<file path="config.mk">
export PLATFORM = sky130hd
export DESIGN_NAME = kronos_mtimer_slave
export DESIGN_NICKNAME = d
export VERILOG_FILES = /design/src/rtl/kronos_types.sv /design/src/rtl/kronos_bus_responder.sv /design/src/rtl/kronos_mtimer_slave.sv
export SDC_FILE = /design/constraint.sdc
export NUM_CORES = 1
export LEC_CHECK = 0
export BUFFER_PORTS_ARGS = -buffer_cell sky130_fd_sc_hd__buf_2
export CAP_MARGIN = 20
export CELL_PAD_IN_SITES_DETAIL_PLACEMENT = 1
export CELL_PAD_IN_SITES_GLOBAL_PLACEMENT = 1
export CORE_MARGIN = 2
export CORE_UTILIZATION = 51
export CTS_CLUSTER_DIAMETER = 60
export DETAILED_ROUTE_END_ITERATION = 16
export PLACE_DENSITY = 0.94
export SYNTH_ARGS = -nofsm -noshare
export SYNTH_HDL_FRONTEND = slang
export SYNTH_SLANG_ARGS = --single-unit
</file>
<file path="constraint.sdc">
create_clock -name clk -period 6.3 [get_ports clk]
set_input_delay 0.315 -clock clk [delete_from_list [all_inputs] [get_ports clk]]
set_output_delay 0.315 -clock clk [all_outputs]
set_load 0.03 [all_outputs]
</file>
<file path="src/rtl/kronos_types.sv">
// Shared types and helpers for the Kronos data-bus peripherals.
package kronos_types;

  // Machine-timer register offsets (data_addr[4:2])
  localparam logic [2:0] MTIMER_MTIME_LO = 3'd0;
  localparam logic [2:0] MTIMER_MTIME_HI = 3'd1;
  localparam logic [2:0] MTIMER_CMP_LO   = 3'd2;
  localparam logic [2:0] MTIMER_CMP_HI   = 3'd3;
  localparam logic [2:0] MTIMER_MSIP     = 3'd4;

  // Bus handshake states
  typedef enum logic [1:0] {
    IDLE,
    WAIT,
    ACK
  } mtimer_state_t;

  // Replace the bytes of old_val selected by mask with the bytes of new_val.
  function automatic logic [31:0] byte_merge(input logic [31:0] old_val,
                                             input logic [31:0] new_val,
                                             input logic [3:0]  mask);
    logic [31:0] res;
    for (int i = 0; i < 4; i++) begin
      res[8*i +: 8] = mask[i] ? new_val[8*i +: 8] : old_val[8*i +: 8];
    end
    return res;
  endfunction

endpackage

</file>
<file path="src/rtl/kronos_bus_responder.sv">
// Generic Kronos data-bus responder: request/wait/ack handshake with
// optional wait states. Emits a read strobe on the cycle before ack (so the
// peripheral can register read data) and a write strobe during the ack cycle.
module kronos_bus_responder
  import kronos_types::*;
#(
  parameter logic [31:0] WAIT_STATES = 32'd0
) (
  input  logic clk,
  input  logic rstz,
  input  logic req_i,
  input  logic wr_en_i,
  output logic ack_o,
  output logic rd_strobe_o,
  output logic wr_strobe_o
);

  mtimer_state_t state_q, state_d;
  logic [31:0]   cnt_q, cnt_d;

  // Next-state and wait-counter logic
  always_comb begin
    // NOTE: every variable gets a default first so no path leaves it unassigned (no latch).
    state_d = state_q;
    cnt_d   = cnt_q;
    case (state_q)
      IDLE: begin
        if (req_i) begin
          cnt_d   = WAIT_STATES;
          state_d = (WAIT_STATES == 32'd0) ? ACK : WAIT;
        end
      end
      WAIT: begin
        if (!req_i) begin
          state_d = IDLE;
        end else begin
          cnt_d = cnt_q - 32'd1;
          if (cnt_d == 32'd0) state_d = ACK;
        end
      end
      ACK:     state_d = IDLE;
      default: state_d = IDLE;
    endcase
  end

  // State and counter registers
  always_ff @(posedge clk or negedge rstz) begin
    if (!rstz) begin
      state_q <= IDLE;
      cnt_q   <= '0;
    end else begin
      // NOTE: non-blocking assignments so every register samples pre-edge values.
      state_q <= state_d;
      cnt_q   <= cnt_d;
    end
  end

  assign ack_o       = (state_q == ACK);
  assign rd_strobe_o = (state_d == ACK) && (state_q != ACK) && !wr_en_i;
  assign wr_strobe_o = (state_q == ACK) && wr_en_i;

endmodule

</file>
<file path="src/rtl/kronos_mtimer_slave.sv">
// RISC-V machine timer (mtime/mtimecmp) and msip as a Kronos data-bus target.
module kronos_mtimer_slave
  import kronos_types::*;
#(
  parameter logic [31:0] PRESCALE    = 32'd1,
  parameter logic [31:0] WAIT_STATES = 32'd0
) (
  input  logic        clk,
  input  logic        rstz,
  input  logic [31:0] data_addr,
  input  logic [31:0] data_wr_data,
  input  logic [3:0]  data_mask,
  input  logic        data_wr_en,
  input  logic        data_req,
  output logic        data_ack,
  output logic [31:0] data_rd_data,
  output logic        timer_interrupt,
  output logic        software_interrupt
);

  logic [2:0]  reg_off;
  logic        unused_addr_bits;
  logic        rd_strobe, wr_strobe;
  logic [31:0] rd_mux;
  logic        tick;
  logic [31:0] presc_q, presc_d;
  logic [63:0] mtime_q, mtime_d;
  logic [63:0] mtimecmp_q, mtimecmp_d;
  logic        msip_q, msip_d;
  logic        timer_irq_q;
  logic [31:0] rd_data_q;

  assign reg_off          = data_addr[4:2];
  assign unused_addr_bits = ^{data_addr[31:5], data_addr[1:0]};

  kronos_bus_responder #(
    .WAIT_STATES(WAIT_STATES)
  ) u_responder (
    .clk        (clk),
    .rstz       (rstz),
    .req_i      (data_req),
    .wr_en_i    (data_wr_en),
    .ack_o      (data_ack),
    .rd_strobe_o(rd_strobe),
    .wr_strobe_o(wr_strobe)
  );

  // Read data mux over the register map; unmapped offsets read 0
  always_comb begin
    rd_mux = '0;
    case (reg_off)
      MTIMER_MTIME_LO: rd_mux = mtime_q[31:0];
      MTIMER_MTIME_HI: rd_mux = mtime_q[63:32];
      MTIMER_CMP_LO:   rd_mux = mtimecmp_q[31:0];
      MTIMER_CMP_HI:   rd_mux = mtimecmp_q[63:32];
      MTIMER_MSIP:     rd_mux = {31'd0, msip_q};
      default:         rd_mux = '0;
    endcase
  end

  assign tick    = (presc_q == PRESCALE - 32'd1);
  assign presc_d = tick ? '0 : presc_q + 32'd1;

  // Register updates: tick increments mtime unless a write to mtime wins
  always_comb begin
    mtime_d    = tick ? mtime_q + 64'd1 : mtime_q;
    mtimecmp_d = mtimecmp_q;
    msip_d     = msip_q;
    if (wr_strobe) begin
      case (reg_off)
        MTIMER_MTIME_LO:
          if (data_mask != 4'h0)
            mtime_d = {mtime_q[63:32], byte_merge(mtime_q[31:0], data_wr_data, data_mask)};
        MTIMER_MTIME_HI:
          if (data_mask != 4'h0)
            mtime_d = {byte_merge(mtime_q[63:32], data_wr_data, data_mask), mtime_q[31:0]};
        MTIMER_CMP_LO:
          mtimecmp_d[31:0] = byte_merge(mtimecmp_q[31:0], data_wr_data, data_mask);
        MTIMER_CMP_HI:
          mtimecmp_d[63:32] = byte_merge(mtimecmp_q[63:32], data_wr_data, data_mask);
        MTIMER_MSIP:
          if (data_mask[0]) msip_d = data_wr_data[0];
        default: ;
      endcase
    end
  end

  // Timer state, registered read data and registered compare
  always_ff @(posedge clk or negedge rstz) begin
    if (!rstz) begin
      presc_q     <= '0;
      mtime_q     <= '0;
      mtimecmp_q  <= '1;
      msip_q      <= 1'b0;
      timer_irq_q <= 1'b0;
      rd_data_q   <= '0;
    end else begin
      presc_q     <= presc_d;
      mtime_q     <= mtime_d;
      mtimecmp_q  <= mtimecmp_d;
      msip_q      <= msip_d;
      timer_irq_q <= (mtime_q >= mtimecmp_q);
      rd_data_q   <= rd_strobe ? rd_mux : '0;
    end
  end

  assign data_rd_data       = rd_data_q;
  assign timer_interrupt    = timer_irq_q;
  assign software_interrupt = msip_q;

endmodule
</file>
After elaboration in Yosys (flattened, before gate mapping)
Cells that the tools add are included.
{"block": "totals", "wordCells": 93, "mem_count": 0, "regBits": 228, "out_inout_bits": 35, "ramBits": 0, "romBits": 0, "latchBits": 0}
{"block": "classes", "muxes": 19, "n_lt_le_gt_ge": 1, "n_eq_ne": 20, "n_reduce_logical": 28, "bitwise_logic": 0, "div_mod_pow": 0, "addsub": 3, "mul": 0, "shifts": 0}
{"op": "2-to-1 mux 64 bit", "count": 4}
{"op": "case mux 32 bit (5 select lines)", "count": 1}
{"op": "2-to-1 mux 32 bit", "count": 4}
{"op": "case mux 64 bit (2 select lines)", "count": 1}
{"op": "adder 64 x 1 -> 64 bit (second input constant)", "count": 1}
{"op": ">= comparator 64 bit", "count": 1}
{"op": "logical NOT 32 bit", "count": 2}
{"op": "case mux 32 bit (2 select lines)", "count": 1}
{"op": "adder 32 x 1 -> 32 bit (second input constant)", "count": 1}
{"op": "2-to-1 mux 8 bit", "count": 4}
{"op": "inequality test 4 bit (second input constant)", "count": 8}
{"op": "subtractor 32 x 1 -> 32 bit (second input constant)", "count": 1}
{"op": "AND reduction 3 bit", "count": 10}
{"op": "AND reduction 2 bit", "count": 8}
{"op": "equality test 3 x 2 -> 1 bit (second input constant)", "count": 2}
{"op": "2-to-1 mux 2 bit", "count": 3}
{"op": "inequality test 2 bit (second input constant)", "count": 3}
{"op": "inequality test 3 bit (second input constant)", "count": 2}
{"op": "equality test 2 bit (second input constant)", "count": 2}
{"op": "case mux 2 bit (2 select lines)", "count": 1}
{"op": "nonzero test 4 bit", "count": 1}
{"op": "equality test 3 x 1 -> 1 bit (second input constant)", "count": 1}
{"op": "equality test 3 bit (second input constant)", "count": 1}
{"op": "logical AND 1 bit", "count": 3}
{"op": "5 further kinds", "count": 5}

Depth between registers and ports, before layout
Gate-level depths: netlist (run 1).
{"block": "depth", "depth_word": 9, "mapped_depth": 12}

Modules after synthesis
Synthesis (run 1) repeated with hierarchy kept, for this count alone.
{"block": "unflattened", "hier_cells": 1657, "area_unflattened_um2": 14540.2}
{"module": "kronos_mtimer_slave", "seq_area_each_um2": 4934.7, "cells_each": 1377, "area_per_inst_um2": 12204.2, "n_inst": 1}
{"module": "kronos_bus_responder", "seq_area_each_um2": 850.8, "cells_each": 280, "area_per_inst_um2": 2336.0, "n_inst": 1}

Worst setup path after synthesis (run 1)
No wires, ideal clock.
{"block": "synth_timing", "path_kind": "register to register", "startpoint": "register u_responder.cnt_q[0]", "endpoint": "register rd_data_q[11] (netlist: data_rd_data[11])", "slack_ps": 3414, "required_ps": 6217, "arrival_ps": 2803, "path_stages_with_launch": 13, "n_path_buf": 3, "cell_sequence": "dfrtp_1 -> inv_1 -> ha_1 -> buf_2 -> or4b_1 -> buf_4 -> or3_4 -> o31a_1 -> o32ai_1 -> and4_1 -> a41oi_4 -> buf_6 -> nor3_2"}
{"block": "synth_via", "elab_chain_len": 9}
{"element": "from (decl)", "line_no": "kronos_bus_responder.sv:19", "text": "logic [31:0] cnt_q, cnt_d;"}
{"element": "from (signal assigned)", "line_no": "kronos_bus_responder.sv:54", "text": "cnt_q <= cnt_d;"}
{"element": "subtractor 32 x 1 -> 32 bit", "line_no": "kronos_bus_responder.sv:37", "text": "cnt_d = cnt_q - 32'd1;"}
{"element": "logical NOT 32 bit", "line_no": "kronos_bus_responder.sv:38", "text": "if (cnt_d == 32'd0) state_d = ACK;"}
{"element": "2-to-1 mux 2 bit", "line_no": "kronos_bus_responder.sv:38"}
{"element": "2-to-1 mux 2 bit", "line_no": "kronos_bus_responder.sv:34", "text": "if (!req_i) begin"}
{"element": "case mux 2 bit (2 select lines)", "line_no": "kronos_bus_responder.sv:26", "text": "case (state_q)"}
{"element": "equality test 2 bit", "line_no": "kronos_bus_responder.sv:59", "text": "assign rd_strobe_o = (state_d == ACK) && (state_q != ACK) && !wr_en_i;"}
{"element": "logical AND 1 bit (2 in series)", "line_no": "kronos_bus_responder.sv:59"}
{"element": "2-to-1 mux 32 bit", "line_no": "kronos_mtimer_slave.sv:103", "text": "rd_data_q <= rd_strobe ? rd_mux : '0;"}
{"element": "to (signal assigned)", "line_no": "kronos_mtimer_slave.sv:103"}
{"element": "to (decl)", "line_no": "kronos_mtimer_slave.sv:31", "text": "logic [31:0] rd_data_q;"}
No other way between the ends.
A chain may end at the register's enable or synchronous reset.

Final worst setup path (run 1)
{"block": "layout_timing", "startpoint": "register u_responder.cnt_q[1]", "endpoint": "register rd_data_q[19] (netlist: data_rd_data[19])"}
Same word-level chain as after synthesis.

==> impl_metrics.yaml, run 1 <==
worst_setup_path:
  start_kind: "flip-flop"
  crit_path_start: "u_responder.cnt_q[1]$_DFFE_PN0P_"
  arrival_ns: 4.73
  criticalPathCategory: "reg -> reg"
  r2r_start: "u_responder.cnt_q[1]$_DFFE_PN0P_"
  worstSetupEndpointType: "flip-flop"
  required_ns: 6.72
  crit_fanout: 20
cts:
  clk_pin_slew_ns: 0.07
  cts_tree: "done"
  cts_sinks: 228
  cts_buffer_depth: 3
  clk_latency_ns: 0.58
  cts_buffers: 29
  cts_setup_buffers: 0
  root_buffer: "clkbuf_16"
  ctsResizeCount: 0
  cts_hold_buf: 2
  htreeDepth: 1
detailed_routing:
  drc: 0
  avgRoutedWirePerCell_um: 25.34
  via_per_inst: 6.997
  drt.antenna.violating_nets: 0
  vias: 14330
  first_pass_iters: 5
  wirelength_um: 51890
  first_iter_violations: 1428
sta:
  fmax_ghz: 0.2318
  setup_ws_ns: 1.986
  drv_slew: 0
  rsz0062_at_grt: "false"
  worst_slew_pin_slew_ns: 1.243
  slew_headroom_pct: 14.98
  finalSetupViolCount: 0
  finalCritPeriodShare_pct: 68.48
  post-route-min-period_ns: 4.314
  hold_viol_final: 0
  tns_ns: 0
  fin_skew_ns: 0.02655
  hold_ws_ns: 0.02221
synth:
  synth_warnings: 0
  yosysSeqAreaShare_pct: 39.91
  synth_area_leaders: "dfrtp_1 28%, dfstp_2 12%, ha_1 6.0%, o21ai_0 4.6%, a21oi_1 4.1%"
  synthArstFlopShare_pct: 100.0
  ys_seq_elements: 228
  netlist.area_leader.share_pct: 28.31
  synthFlopType: "dfrtp_1"
  syn_nets: 1746
  ys_top_cells_by_count: "164 x dfrtp_1, 150 x nand2_1, 133 x o21ai_0"
  synth_edf_count: 0
  yosysMostFrequentCell: "dfrtp_1"
  avgSynthCellArea_um2: 9.032
  synth_cells: 1605
  synth_area_leader_cell: "dfrtp_1"
  synth_cell_types: 83
  syn_area_um2: 14500
final_layout:
  nNetsFinal: 1785
  seqCellArea_um2: 5786
  multi_input_area_um2: 8043
  final_cells: 2048
  finish.utilization_pct: 58.07
  final_area_um2: 16180
  fillers: 3197
  syn_to_final_growth_pct: 11.59
  drive_gt1_share_pct: 18.96
die:
  die_y_um: 172.6
  die-area_um2: 29790
  rows: 61
  boundaryPins: 107
  coreArea_um2: 27860
  die_w_um: 172.6
  initial_core_util_pct: 52.04
global_route:
  grt_start_max_net_pins: 126
  grt.overflow.total: 0
  antenna_found_initial: 2
  grt_use_total_pct: 34.89
  grt_pass1_vias: 15274
  grt_pass1_wl_um: 84040
power:
  power_frac_comb_pct: 21.6
  p_sw_mw: 1.563
  p_total_mw: 4.690
  p_int_mw: 3.126
  p_leak_nw: 6.973
  clock_power_share_pct: 36.2
  swShare_pct: 33.34
  p_seq_share_pct: 42.2
  vdd.ir_drop.worst_v: 0.0002335
  power.density_nw_per_um2: 289.9
place:
  io_buffers: 77
  gp_congestion: 0.9188
  place_inst: 1987
  place_ws_ns: 2.114
  placed_area_um2: 15170
  hpwl_um: 34360
status:
  status: "completed"
job:
  max-cap-violations: 0
worst_hold_path:
  hp-class: "in -> reg"
  hp-start: "data_wr_data[1]"
[cell type report]
type	count	share of cell area, %
clock inverters	10	0.7116
inverters	82	1.903
well taps	378	2.924
repair buffers	101	3.666
diodes	3	0.04641
multi-input cells	1202	49.72
clock buffers	44	5.267
flip-flops and latches	228	35.76
[routing by layer]
metal | global-route usage, % | vias to the layer above | wire (um)
li1 | - | 6050 | -
met1 | 43.33 | 7166 | 19910
met2 | 57.41 | 846 | 24490
met3 | 7.058 | 268 | 4638
met4 | 18.70 | 0 | 2852
met5 | 0 | - | 0
[power groups by stage]
stage               combinational [mW]  sequential [mW]  clock [mW]
detailed placement               0.962             1.98           0
floorplan                        0.644             1.90           0
finish                            1.01             1.98        1.70
global placement                 0.883             1.96           0
global route                      1.12             2.00        1.78
CTS                              0.993             1.97        1.71
[worst max-delay path, cell delays in order, from the launching register on]
cell and delay, ns:
dfrtp_1 0.43, inv_1 0.11, ha_1 0.35, nor4b_1 0.55, and4_1 0.58, nand3_1 0.21, o41ai_1 0.52, nor4b_4 0.12
a41oi_4 0.67, buf_4 0.47, nor3_2 0.10
[flip-flops by register name (all words and copies together) (netlist names)]
register             flops
mtime_q                 64
mtimecmp_q              64
data_rd_data            32
presc_q                 32
u_responder.cnt_q       32
u_responder.state_q      2
software_interrupt       1
timer_interrupt          1
[final timing paths]
kind	endpoint	slack (ns)	cells after the start
worst max-delay path	data_rd_data[19]$_DFF_PN0_	1.99	10
worst min-delay path	mtimecmp_q[33]$_DFFE_PN1P_	0.02	3
worst max register to register	data_rd_data[19]$_DFF_PN0_	1.99	10
worst min register to register	presc_q[16]$_DFF_PN0_	0.50	1
max in group asynchronous	mtime_q[15]$_DFFE_PN0P_	4.75	3
min in group asynchronous	u_responder.cnt_q[0]$_DFFE_PN0P_	0.35	2
[layout by cell type (no fill, tap or decap), types with 51 or more instances in the layout]
cell type and count:
a21oi_1 120, o21ai_0 133, inv_1 82, dfstp_2 64, nor2_1 100, ha_1 69
buf_2 76, mux2_2 51, dfrtp_1 164, nand2_1 150
[cells by family after synthesis]
family	synth area share, %
compound gates	22.39
xor+xnor	2.235
fa+ha+maj	5.955
buf+inv	4.842
flops	39.91
mux	4.117
simple gates	20.55
No activity file was read; power rests on OpenSTA's default activity.
==> run 2: changes to the inputs <==
--- a/config.mk
+++ b/config.mk
@@ -10,10 +10,10 @@
 export CELL_PAD_IN_SITES_DETAIL_PLACEMENT = 1
 export CELL_PAD_IN_SITES_GLOBAL_PLACEMENT = 1
 export CORE_MARGIN = 2
-export CORE_UTILIZATION = 51
+export CORE_UTILIZATION = 47
 export CTS_CLUSTER_DIAMETER = 60
 export DETAILED_ROUTE_END_ITERATION = 16
-export PLACE_DENSITY = 0.94
+export PLACE_DENSITY = 0.88
 export SYNTH_ARGS = -nofsm -noshare
 export SYNTH_HDL_FRONTEND = slang
 export SYNTH_SLANG_ARGS = --single-unit
==> constraint.sdc (replaced) <==
create_clock -name clk -period 4.03 [get_ports clk]
set_input_delay 0.2015 -clock clk [delete_from_list [all_inputs] [get_ports clk]]
set_output_delay 0.2015 -clock clk [all_outputs]
set_load 0.03 [all_outputs]
==> run 2 against run 1 <==
Cell area increased by 2.6%. Power grew 54%. Routed wire length fell by 0.86%. Sequential cell count is the same. First-iteration DRC count shrank 9.1%. Clock skew fell by 0.015 ns. Die area increased by 8.3%. Via count shrank 1.4%. Register-to-register slack got worse by 1.5 ns. Worst setup slack got worse by 1.5 ns. Clock-buffer cell count is 2 higher. Maximum frequency up 21%. Highest routed layer unchanged.
==> impl_metrics.yaml, run 2 (synthesis results as in run 1) <==
status:
  status: "completed"
cts:
  clk_pin_slew_ns: 0.06
  ctsResizeCount: 0
  cts_tree: "done"
  htreeDepth: 1
  root_buffer: "clkbuf_16"
  cts_buffers: 30
  cts_buffer_depth: 3
  cts_sinks: 228
  clk_latency_ns: 0.57
worst_setup_path:
  path_cells: "inv_1 -> ha_1 -> nor4b_1 -> and4_1 -> buf_4 -> nand2_1 -> o21ai_0 -> nor4b_4 -> a41oi_4 -> buf_4 -> nor3_2"
  cp.depth: 11
  worstRegToRegCells: 11
  required_ns: 4.51
  criticalPathCategory: "reg -> reg"
  arrival_ns: 4.03
  worstSetupEndpointType: "flip-flop"
  start_kind: "flip-flop"
  critPathBufInv: 3
  crit_fanout: 22
  path_common_cell: "buf_4"
  critPathTopFamily: "simple AND/OR/NAND/NOR gates"
  critPathMaxStageDelay_ns: 0.57
  worst_path_max_delay_cell: "nor4b_1"
global_route:
  grt_pass1_vias: 14915
  antenna_found_initial: 0
  grt_use_total_pct: 31.78
  grt_pass1_wl_um: 83400
  grt_start_max_net_pins: 115
  grt.overflow.total: 0
sta:
  finalSetupViolCount: 0
  rsz0062_at_grt: "false"
  fin_skew_ns: 0.01120
  hold_viol_final: 0
  hold_ws_ns: 0.09873
  fmax_ghz: 0.2812
  slew_headroom_pct: 32.68
  worst_slew_pin_slew_ns: 1.010
  tns_ns: 0
  finalCritPeriodShare_pct: 88.23
  drv_slew: 0
  post-route-min-period_ns: 3.556
place:
  io_buffers: 77
  hpwl_um: 34510
  gp_congestion: 0.8994
die:
  die-area_um2: 32260
  die_y_um: 179.6
  boundaryPins: 107
  die_w_um: 179.6
  initial_core_util_pct: 47.51
  coreArea_um2: 30510
  rows: 64
detailed_routing:
  first_iter_violations: 1298
  via_per_inst: 6.683
  avgRoutedWirePerCell_um: 24.33
  drt.antenna.violating_nets: 0
  wirelength_um: 51440
  first_pass_iters: 5
  vias: 14128
  drc: 0
worst_hold_path:
  hold_depth: 2
  hp-class: "in -> reg"
final_layout:
  final_cell_mix: "164 x dfrtp_1, 150 x nand2_1, 133 x o21ai_0, 120 x a21oi_1, 100 x nor2_1"
  syn_to_final_growth_pct: 14.49
  reg_top3: "mtime_q (64), mtimecmp_q (64)"
  layout_commonest_cell: "dfrtp_1"
  nNetsFinal: 1835
  drive_gt1_share_pct: 19.32
  n_antenna_cell: 0
  fillers: 3565
power:
  power.density_nw_per_um2: 434.2
  vdd.ir_drop.worst_v: 0.0003341
  p_leak_nw: 7.168
job:
  max-cap-violations: 0
-- run 2: cell count changes in the layout (fill, tap and decap cells not counted), sizes merged --
| cell | delta |
|---|---|
| dlygate4sd3 | +31 |
| buf | +18 |
| clkinv | +3 |
| diode | -3 |
| bufinv | -2 |
| clkbuf | +2 |
| inv | -1 |
-- run 2: where the power goes --
part	internal (mW)	total, mW	switching [mW]
clock	1.47	2.53	1.06
combinational	0.674	1.60	0.925
sequential	2.67	3.08	0.412
-- run 2: metal layers --
layer	vias up	global-route usage (%)	wire length, um
met5	-	0	0
met4	0	12.33	1967
met3	172	5.511	4150
met2	717	53.30	24670
met1	7098	41.01	20650
li1	6141	-	-
-- run 2: timing repair --
item	CTS	global route
endpoints found under the hold margin	161	0
setup buffers	0	0
hold buffers	33	0
-- run 2: worst paths after layout --
| check | end | slack (ns) | start |
|---|---|---|---|
| min in group asynchronous | u_responder.cnt_q[0]$_DFFE_PN0P_ | 0.29 | rstz |
| worst min-delay path | mtime_q[17]$_DFFE_PN0P_ | 0.1 | data_mask[2] |
| worst max register to register | data_rd_data[20]$_DFF_PN0_ | 0.47 | u_responder.cnt_q[0]$_DFFE_PN0P_ |
| worst min register to register | presc_q[7]$_DFF_PN0_ | 0.50 | presc_q[7]$_DFF_PN0_ |
| max in group asynchronous | mtimecmp_q[62]$_DFFE_PN1P_ | 2.62 | rstz |
| worst max-delay path | data_rd_data[20]$_DFF_PN0_ | 0.47 | u_responder.cnt_q[0]$_DFFE_PN0P_ |
-- run 2: stage by stage --
stage	cell area, um2	utilization [%]	std cells	setup slack (ns)	power (mW)
after floorplan	14500	-	1605	1.144	3.970
after global routing	16600	54.40	2114	0.2630	7.562
after detailed placement	15330	50.25	2024	0.5541	4.614
final	16600	54.40	2114	0.4744	7.206
after global placement	15330	50.25	2024	0.7174	4.472
after CTS	16590	54.38	2113	0.5104	7.198
-- run 2: area by class of cell --
class                   count  area (um2)  area share [%]
clock buffers              46       862.1           5.194
inverters                  82       307.8           1.854
flip-flops and latches    228        5786           34.86
multi-input cells        1202        8043           48.46
clock inverters            10       65.06          0.3920
well taps                 396       495.5           2.985
repair buffers            150        1039           6.257
